## config.mk

```make
export PLATFORM = sky130hd
export DESIGN_NAME = note_sched
export DESIGN_NICKNAME = d
export VERILOG_FILES = /design/src/rtl/note_sched.sv
export SDC_FILE = /design/constraint.sdc
export NUM_CORES = 1
export LEC_CHECK = 0
export BUFFER_PORTS_ARGS = -buffer_cell sky130_fd_sc_hd__buf_4
export CAP_MARGIN = 40
export CELL_PAD_IN_SITES_DETAIL_PLACEMENT = 2
export CELL_PAD_IN_SITES_GLOBAL_PLACEMENT = 2
export CORE_MARGIN = 10
export CORE_UTILIZATION = 40
export DETAILED_ROUTE_END_ITERATION = 12
export PLACE_DENSITY_LB_ADDON = 0.1
export SYNTH_ARGS = -nofsm -noshare
export SYNTH_HDL_FRONTEND = slang
export SYNTH_SLANG_ARGS = --single-unit
```

## constraint.sdc

```tcl
create_clock -name clk -period 8.5 [get_ports clk]
set_input_delay 2.55 -clock clk [delete_from_list [all_inputs] [get_ports clk]]
set_output_delay 2.55 -clock clk [all_outputs]
set_load 0.02 [all_outputs]
```

## src/rtl/note_sched.sv

```systemverilog
// Note sequencer sharing the tone generator between keypad notes and a built-in song,
// echoing every sounded note byte to the UART. Define SONG_LOOP_EN to loop the song endlessly.
module note_sched #(
  parameter int unsigned CLK_HZ         = 50000000,
  parameter int unsigned TICK_MS        = 125,
  parameter int unsigned KEY_HOLD_TICKS = 2
) (
  input  logic       clk,
  input  logic       rst,
  input  logic       key_valid,
  input  logic [7:0] key_code,
  input  logic       play,
  input  logic       stop,
  input  logic       tx_done,
  output logic [7:0] note,
  output logic       playing,
  output logic       tx_en,
  output logic [7:0] tx_data,
  output logic       tx_drop
);
  localparam int unsigned TICK_CYC = CLK_HZ / 1000 * TICK_MS;
  localparam int unsigned PW       = (TICK_CYC > 1) ? $clog2(TICK_CYC) : 1;
  localparam int unsigned DUR_MAX  = (KEY_HOLD_TICKS > 15) ? KEY_HOLD_TICKS : 15;
  localparam int unsigned TW       = $clog2(DUR_MAX + 1);
  localparam logic [PW-1:0] PRESC_LAST = PW'(TICK_CYC - 1);
  localparam logic [TW-1:0] KEY_DUR    = TW'(KEY_HOLD_TICKS);

  typedef enum logic [1:0] {IDLE, SONG, KEY} state_e;
  typedef enum logic {TXI, TXW} tx_state_e;

  // Entry format {note[7:0], dur[3:0]}; dur 0 marks the end of the song.
  function automatic logic [11:0] song_rom(input logic [3:0] i);
    case (i)
      4'd0, 4'd1, 4'd2, 4'd3, 4'd4, 4'd5, 4'd6: song_rom = {8'h31 + {4'h0, i}, 4'd2};
      4'd7:    song_rom = {8'h00, 4'd2};
      default: song_rom = 12'h000;
    endcase
  endfunction

  state_e          state_q, state_d;
  logic [3:0]      idx_q, idx_d;
  logic            playing_q, playing_d;
  logic [7:0]      note_q, note_d;
  logic [PW-1:0]   presc_q, presc_d;
  logic [TW-1:0]   tick_q, tick_d;

  logic [11:0]     cur_entry, next_entry, entry0, resume_entry;
  logic [3:0]      next_idx;
  logic [TW-1:0]   cur_dur;
  logic            expire;
  logic            start;
  logic [7:0]      start_note;
  logic            push;

  tx_state_e       tx_state_q, tx_state_d;
  logic [7:0]      mem_q [4];
  logic [7:0]      mem_d [4];
  logic [1:0]      wr_ptr_q, wr_ptr_d, rd_ptr_q, rd_ptr_d;
  logic [2:0]      count_q, count_d;
  logic            tx_en_q, tx_en_d;
  logic [7:0]      tx_data_q, tx_data_d;
  logic            tx_drop_q, tx_drop_d;
  logic            pop, accept, full;

  assign cur_entry  = song_rom(idx_q);
  assign next_idx   = idx_q + 4'd1;
  assign next_entry = song_rom(next_idx);
  assign entry0     = song_rom(4'd0);
  assign cur_dur    = (state_q == KEY) ? KEY_DUR : TW'(cur_entry[3:0]);
  assign expire     = (state_q != IDLE) && (presc_q == PRESC_LAST) && (tick_q == cur_dur - TW'(1));

  always_comb begin
    state_d      = state_q;
    idx_d        = idx_q;
    playing_d    = playing_q;
    note_d       = note_q;
    presc_d      = presc_q;
    tick_d       = tick_q;
    start        = 1'b0;
    start_note   = '0;
    resume_entry = '0;
    if (state_q != IDLE) begin
      if (presc_q == PRESC_LAST) begin
        presc_d = '0;
        tick_d  = tick_q + TW'(1);
      end else begin
        presc_d = presc_q + PW'(1);
      end
    end
    if (stop) begin
      state_d   = IDLE;
      idx_d     = '0;
      playing_d = 1'b0;
      note_d    = '0;
      presc_d   = '0;
      tick_d    = '0;
    end else if (key_valid) begin
      state_d    = KEY;
      start      = 1'b1;
      start_note = key_code;
    end else begin
      // play under a key only rewinds the song; the key keeps sounding until it expires
      if (play) begin
        playing_d = 1'b1;
        idx_d     = '0;
      end
      if (play && state_q != KEY) begin
        state_d    = SONG;
        start      = 1'b1;
        start_note = entry0[11:4];
      end else if (expire && state_q == SONG) begin
        if (next_entry[3:0] != 4'd0) begin
          idx_d      = next_idx;
          start      = 1'b1;
          start_note = next_entry[11:4];
        end else begin
`ifdef SONG_LOOP_EN
          idx_d      = '0;
          start      = 1'b1;
          start_note = entry0[11:4];
`else
          state_d   = IDLE;
          idx_d     = '0;
          playing_d = 1'b0;
          note_d    = '0;
          presc_d   = '0;
          tick_d    = '0;
`endif
        end
      end else if (expire && state_q == KEY) begin
        if (playing_d) begin
          state_d      = SONG;
          resume_entry = song_rom(idx_d);
          start        = 1'b1;
          start_note   = resume_entry[11:4];
        end else begin
          state_d = IDLE;
          note_d  = '0;
          presc_d = '0;
          tick_d  = '0;
        end
      end
    end
    if (start) begin
      note_d  = start_note;
      presc_d = '0;
      tick_d  = '0;
    end
  end

  assign push = start && (start_note != 8'h00);

  always_comb begin
    mem_d      = mem_q;
    wr_ptr_d   = wr_ptr_q;
    rd_ptr_d   = rd_ptr_q;
    tx_state_d = tx_state_q;
    tx_en_d    = 1'b0;
    tx_data_d  = tx_data_q;
    tx_drop_d  = 1'b0;
    full       = (count_q == 3'd4);
    pop        = (tx_state_q == TXI) && (count_q != 3'd0);
    accept     = 1'b0;
    if (tx_state_q == TXI) begin
      if (pop) begin
        tx_data_d  = mem_q[rd_ptr_q];
        tx_en_d    = 1'b1;
        rd_ptr_d   = rd_ptr_q + 2'd1;
        tx_state_d = TXW;
      end
    end else if (tx_done) begin
      tx_state_d = TXI;
    end
    // a pop in the same cycle frees the slot, so a full queue still accepts
    if (push) begin
      if (!full || pop) begin
        accept          = 1'b1;
        mem_d[wr_ptr_q] = start_note;
        wr_ptr_d        = wr_ptr_q + 2'd1;
      end else begin
        tx_drop_d = 1'b1;
      end
    end
    count_d = count_q + {2'b00, accept} - {2'b00, pop};
  end

  always_ff @(posedge clk) begin
    if (rst) begin
      state_q    <= IDLE;
      idx_q      <= '0;
      playing_q  <= 1'b0;
      note_q     <= '0;
      presc_q    <= '0;
      tick_q     <= '0;
      tx_state_q <= TXI;
      mem_q      <= '{default: '0};
      wr_ptr_q   <= '0;
      rd_ptr_q   <= '0;
      count_q    <= '0;
      tx_en_q    <= 1'b0;
      tx_data_q  <= '0;
      tx_drop_q  <= 1'b0;
    end else begin
      state_q    <= state_d;
      idx_q      <= idx_d;
      playing_q  <= playing_d;
      note_q     <= note_d;
      presc_q    <= presc_d;
      tick_q     <= tick_d;
      tx_state_q <= tx_state_d;
      mem_q      <= mem_d;
      wr_ptr_q   <= wr_ptr_d;
      rd_ptr_q   <= rd_ptr_d;
      count_q    <= count_d;
      tx_en_q    <= tx_en_d;
      tx_data_q  <= tx_data_d;
      tx_drop_q  <= tx_drop_d;
    end
  end

  assign note    = note_q;
  assign playing = playing_q;
  assign tx_en   = tx_en_q;
  assign tx_data = tx_data_q;
  assign tx_drop = tx_drop_q;
endmodule

```

### Word-level counts from Yosys, hierarchy flattened

Cells that the tools add are included.

* $add $sub $neg: 10
* $lt $le $gt $ge: 3
* equal/unequal tests: 33
* multiplexer cells: 72
* bitwise operators: 4
* reduce and logical (&&, ||, !) cells: 33

Operators by type and width (number)
* $mux W23: 8
* $mux W8: 16
* $mux W4: 15
* $eq A4 B3 Y1 const B: 12
* $pmux W11 S2: 2
* $bwmux W32: 1
* $eq A4 B2 Y1 const B: 6
* $add A23 B1 Y23 const B: 1
* $eq A23 B23 Y1 const B: 1
* $reduce_or A7 Y1: 3
* $mux W1: 20
* $bmux W8 S2: 1
* $demux W8 S2: 1
* $add A6 B4 Y7 const A: 2
* $mux W7: 2
* $eq A4 B1 Y1 const B: 3
* $logic_not A4 Y1: 3
* $reduce_bool A4 Y1: 3
* $mux W2: 5
* $add A4 B1 Y4 const B: 2
* $logic_and A1 B1 Y1: 8
* $ne A4 B4 Y1 const B: 2
* $reduce_and A2 Y1: 4
* $reduce_bool A8 Y1: 1
* 24 further kinds: 33

* register bits: 92
* input bits: 14
* output and inout bits: 19
* word-level logic and storage cells: 173

### Longest topological paths before layout

* depth after elaboration: 18
* depth in mapped cells: 19
* depth with buffers taken out: 17

### Worst setup path after synthesis

OpenSTA, ideal clock, no wires.

* path kind: input port to flip-flop
* start point: input play
* end point: register count_q[2]
* library setup time: 128 ps
* arrival time: 5631 ps
* required time: 8372 ps
* path slack: 2742 ps
* stages: 19
* path buffers: 2
* cell sequence: buf_2 -> nand2b_1 -> inv_1 -> ha_1 -> a2111oi_4 -> nor3_1 -> a311o_1 -> nand3_2 -> buf_2 -> nand3_1 -> nand2_1 -> ha_1 -> inv_1 -> ha_1 -> inv_1 -> fa_1 -> xor2_1 -> xnor2_1 -> nor2_1

* word-level cells in the longest chain between the ends: 17
* elaborated cells on any way between the ends: 35
* those cells by class: add/sub (3); eq/ne (7); mux (20); reduce/logical (5)

Ends and longest elaborated chain
* from (decl): RTL line 12 `input logic play,`
* branches (longest 13 deep; another with $add A6 B4 Y7)
* $logic_and A1 B1 Y1 *: RTL line 151 `assign push = start && (start_note != 8'h00);`
* $mux W1 *: RTL line 175 `if (push) begin`
* $add A3 B1 Y3 *: RTL line 184 `count_d = count_q + {2'b00, accept} - {2'b00, pop};`
* $sub A3 B1 Y3 *: RTL line 184
* to (signal assigned): RTL line 214 `count_q <= count_d;`
* to (decl): RTL line 59 `logic [2:0] count_q, count_d;`

Mark *: on every way between the ends. The select of a mux whose other input is x is not followed.
A chain may end at the register's enable or synchronous reset.

### Final worst setup path

Same ends and word-level chain as after synthesis.

==> results_tabular.tex <==
\begin{tabular}{lr}
\hline
Metric & Value \\
\hline
\multicolumn{2}{l}{\textbf{Synth}} \\
Area fraction in compound gates after synthesis & between 15 and 20\% \\
Xor-xnor portion of the synthesized cell area & roughly 5.0\% \\
Number of flops mapped to enable cells by yosys & 0 \\
Post-Syn Nets & 609 \\
Cell Area, Synth & between 0.004 and 0.005 mm² \\
Flops \& latches, synth & 92 \\
Leading area contributor after synthesis & sky130\_fd\_sc\_hd\_\_dfxtp\_1 \\
Share of synthesized cell area in full adder, half adder and majority cells & 5.475\% \\
Share of synthesized area occupied by flip-flops and latches & between 30\% and 40\% \\
Cell count after synthesis & $\sim$570 \\
Leading post-synthesis cells by cell area & sky130\_fd\_sc\_hd\_\_dfxtp\_1 37\%, sky130\_fd\_sc\_hd\_\_ha\_1 5.1\%, sky130\_fd\_sc\_hd\_\_nor2\_1 4.6\%, sky130\_fd\_sc\_hd\_\_nand2\_1 4.4\%, sky130\_fd\_sc\_hd\_\_mux4\_2 3.7\% \\
Yosys synthesis warning count & 0 \\
Post-synthesis async set-or-reset flop share & 0\% \\
Mux cell area share after synthesis & under 10\% \\
Main combinational cell family by area after synthesis & simple AND/OR/NAND/NOR gates \\
Proportion of netlist area held by the largest area contributor & 37.31\% \\
Post-Synthesis Mean Instance Area & 8.599 µm² \\
Area share of and/or/nand/nor cells after synthesis & between 20\% and 30\% \\
Count of distinct cell types in the synthesized netlist & 67 \\
Main flop type after synthesis & sky130\_fd\_sc\_hd\_\_dfxtp\_1 \\
\multicolumn{2}{l}{\textbf{Global routing}} \\
Wire length of the first global-routing pass & 26.25 mm \\
Initial antenna violation count & 0 \\
Via count of the first global-routing pass & around 4800 \\
Overflow left after global routing & 0 \\
Total routing usage reported by global routing & between 10\% and 20\% \\
Largest net degree at the start of global routing & 56 \\
\multicolumn{2}{l}{\textbf{Clock network}} \\
CTS tree & yes \\
Number of buffers inserted to repair setup after CTS & 0 \\
Root Driver & sky130\_fd\_sc\_hd\_\_clkbuf\_16 \\
Maximum level of the CTS H-tree & 3 \\
Clock latency on the worst-skew pair & about 360 ps \\
Number of gates resized after cts & 0 \\
Number of hold buffers added after cts & 0 \\
Maximum count of clock buffers along a single path & 2 \\
Clock buffer count from CTS & 9 \\
Clock edge transition at the registers on the reported setup and hold paths & 70 ps \\
CTS Sinks & approximately 90 \\
\multicolumn{2}{l}{\textbf{Worst setup path}} \\
Max FO, Critical Path & 23 \\
CP Data Arrival Time & 6360 ps \\
Worst Setup Path Type & in -> reg \\
Kind of capture point of the worst setup path & flip-flop \\
Data required time of the worst path & between 8000 and 9000 ps \\
CP Launch Type & input pin \\
\multicolumn{2}{l}{\textbf{Drt}} \\
Remaining antenna violation count & 0 \\
\# DRC & 0 \\
Number of iterations in the first detailed-routing pass & 4 \\
DR vias/cell & approximately 5.8 \\
Drt total wl & 15.95 mm \\
Routed length per placed instance & 20.77 µm \\
Drt initial violations & between 200 and 250 \\
Total via count in the routed design & $\sim$4500 \\
\multicolumn{2}{l}{\textbf{Placement}} \\
Post-detailed-placement half-perimeter wirelength & between 10 and 15 mm \\
Dpl ws & between 2000 and 2500 ps \\
Number of port buffers & 32 \\
Routability-driven placement congestion ratio & around 0.88 \\
\multicolumn{2}{l}{\textbf{Cells and area}} \\
Net total in the final layout & 630 \\
Final-layout fill cell count & between 1000 and 1500 \\
Share of cells above drive strength 1 & between 10\% and 20\% \\
Synthesis-to-finish area growth & 13.33\% \\
Total inserted antenna cells & 0 \\
Area occupied by multi-input gates & roughly 0.0028 mm² \\
Sequential standard cell area & 0.001842 mm² \\
\multicolumn{2}{l}{\textbf{Timing}} \\
Transition time at the pin with the least slew margin & 782.1 ps \\
Relative slew margins & a little under half \\
Period minus WS final & 6124 ps \\
Setup clock skew after layout & between 6 and 7 ps \\
Count of final hold-check violations & 0 \\
Setup Total Neg Slack & 0 ps \\
Peak clock frequency supported by timing & 0.1633 GHz \\
Unrepaired setup endpoints after global routing & no \\
Number of endpoints failing setup at the final stage & 0 \\
Fin crit share & 72.05\% \\
Max-slew violation total from the final report & 0 \\
Fin worst setup slack & around 2400 ps \\
\multicolumn{2}{l}{\textbf{Floorplanning}} \\
Die outline height & around 130 µm \\
Count of pins on the block boundary & 33 \\
Horiz. Die Dim & 131.1 µm \\
Std-Cell Core Area & roughly 0.012 mm² \\
Row cnt & 40 \\
Die area & around 0.017 mm² \\
Starting Density & 40.92\% \\
\multicolumn{2}{l}{\textbf{Power and ir drop}} \\
Leakage power & approximately 2.0 nW \\
Total power per unit cell area & $\sim$220 mW/mm² \\
Worst IR Drop VDD & 102.3 µV \\
\multicolumn{2}{l}{\textbf{Status}} \\
Result of the run & finished clean \\
\multicolumn{2}{l}{\textbf{Run}} \\
Count of max-cap constraint violations & 0 \\
\multicolumn{2}{l}{\textbf{Worst hold path}} \\
Type of the tightest min-delay check & reg -> reg \\
\hline
\end{tabular}
layout make-up:
class,count,share of cell area (%)
multi-input cells,423,50.68
flip-flops and latches,92,32.92
inverters,35,2.348
clock inverters,5,1.208
repair buffers,34,4.563
clock buffers,11,4.518
well taps,168,3.758
through the flow:
stage	instance area, µm²	std cells	power, mW	utilization (%)	hold slack [ps]
CTS	5594	768	1.220	46.38	466.8
detailed placement	5274	752	0.7719	43.72	446.2
floorplan	4936	574	0.6869	-	425.6
global placement	5274	752	0.7570	43.72	441.1
finish	5594	768	1.210	46.38	460.4
global route	5594	768	1.272	46.38	489.4
registers in the layout (all words and copies together) (netlist names):
name,cells
mem_q,32
presc_q,23
note,8
tx_data,8
idx_q,4
tick_q,4
count_q,3
rd_ptr_q,2
state_q,2
wr_ptr_q,2
playing,1
tx_drop,1
tx_en,1
tx_state_q,1
Yosys cell counts, drive strengths merged (13+ instances only):
cell type	n
o21ai	18
a21oi	33
nor2b	13
inv	35
nand4	18
nand3	19
dfxtp	92
xor2	17
nand2	58
ha	20
nor2	62
buf	16
critical path, stage by stage:
cell	delay, ps
sky130_fd_sc_hd__buf_4	150
sky130_fd_sc_hd__nand2b_1	180
sky130_fd_sc_hd__inv_1	90
sky130_fd_sc_hd__ha_1	240
sky130_fd_sc_hd__a2111oi_4	420
sky130_fd_sc_hd__nor3_1	140
sky130_fd_sc_hd__a32oi_1	290
sky130_fd_sc_hd__o21a_1	670
sky130_fd_sc_hd__nand3_1	230
sky130_fd_sc_hd__nand2_1	130
sky130_fd_sc_hd__ha_1	250
sky130_fd_sc_hd__inv_1	70
sky130_fd_sc_hd__ha_1	130
sky130_fd_sc_hd__inv_1	50
sky130_fd_sc_hd__fa_1	380
sky130_fd_sc_hd__xor2_1	190
sky130_fd_sc_hd__xnor2_1	150
sky130_fd_sc_hd__nor2_1	50
cell usage in the layout, fill, tap and decap left out, types with 3 or more instances in the layout:
cell type / synthesis / routed
sky130_fd_sc_hd__mux4_2: 8 / 8
sky130_fd_sc_hd__and4_1: 8 / 8
sky130_fd_sc_hd__and3_1: 8 / 8
sky130_fd_sc_hd__a311oi_1: 4 / 4
sky130_fd_sc_hd__nor2_1: 61 / 61
sky130_fd_sc_hd__nand3b_1: 3 / 3
sky130_fd_sc_hd__nand3_1: 18 / 18
sky130_fd_sc_hd__o31ai_2: 3 / 3
sky130_fd_sc_hd__nor2b_1: 13 / 13
sky130_fd_sc_hd__nand2b_1: 8 / 8
sky130_fd_sc_hd__a221o_1: 5 / 5
sky130_fd_sc_hd__a31oi_1: 9 / 9
sky130_fd_sc_hd__o22ai_1: 8 / 8
sky130_fd_sc_hd__nor4_1: 6 / 6
sky130_fd_sc_hd__dfxtp_1: 92 / 92
sky130_fd_sc_hd__a211oi_1: 12 / 12
sky130_fd_sc_hd__a22oi_1: 6 / 6
sky130_fd_sc_hd__or3_1: 5 / 5
sky130_fd_sc_hd__xor2_1: 17 / 17
sky130_fd_sc_hd__ha_1: 20 / 20
sky130_fd_sc_hd__o31ai_1: 3 / 3
sky130_fd_sc_hd__inv_1: 35 / 35
sky130_fd_sc_hd__xnor2_1: 11 / 11
sky130_fd_sc_hd__a32o_1: 5 / 5
sky130_fd_sc_hd__and2_1: 7 / 7
sky130_fd_sc_hd__o21ai_0: 16 / 16
sky130_fd_sc_hd__buf_4: 2 / 34
sky130_fd_sc_hd__clkbuf_16: 0 / 9
sky130_fd_sc_hd__nor3_1: 12 / 12
sky130_fd_sc_hd__nand2_1: 58 / 58
sky130_fd_sc_hd__nand4_1: 17 / 17
sky130_fd_sc_hd__a21oi_1: 31 / 31
sky130_fd_sc_hd__or2_2: 3 / 3
cells by family (layout without fill, tap and decap cells):
family,after synthesis,count (layout)
fa+ha+maj,21,21
compound gates,121,121
simple gates,242,242
flops,92,92
xor+xnor,28,28
buf+inv,59,85
mux,11,11
power breakdown:
part           internal [mW]  leakage, nW  switching, mW
Combinational         0.0996         1.13          0.162
Clock                  0.249        0.158          0.193
Sequential             0.467        0.746         0.0398
Total                  0.815         2.03          0.395
worst paths after layout:
check                           startpoint          to  slack, ps  cells past startpoint
worst max-delay path                  play  count_q[2]       2380                     18
worst min-delay path             mem_q[30]   mem_q[30]        460                      2
worst max register to register    idx_q[0]  count_q[2]       3930                     17
worst min register to register   mem_q[30]   mem_q[30]        460                      2
routing by layer:
layer / GRT usage, % / part of all wire [%] / vias to the layer above / routed length [µm]
li1: - / - / 2105 / -
met1: 25.59 / 47 / 2259 / 7557
met2: 31.66 / 46 / 84 / 7357
met3: 3.178 / 5.0 / 15 / 795
met4: 6.736 / 1.5 / 0 / 244
met5: 0 / 0 / - / 0
(Power assumes the default switching activity.)
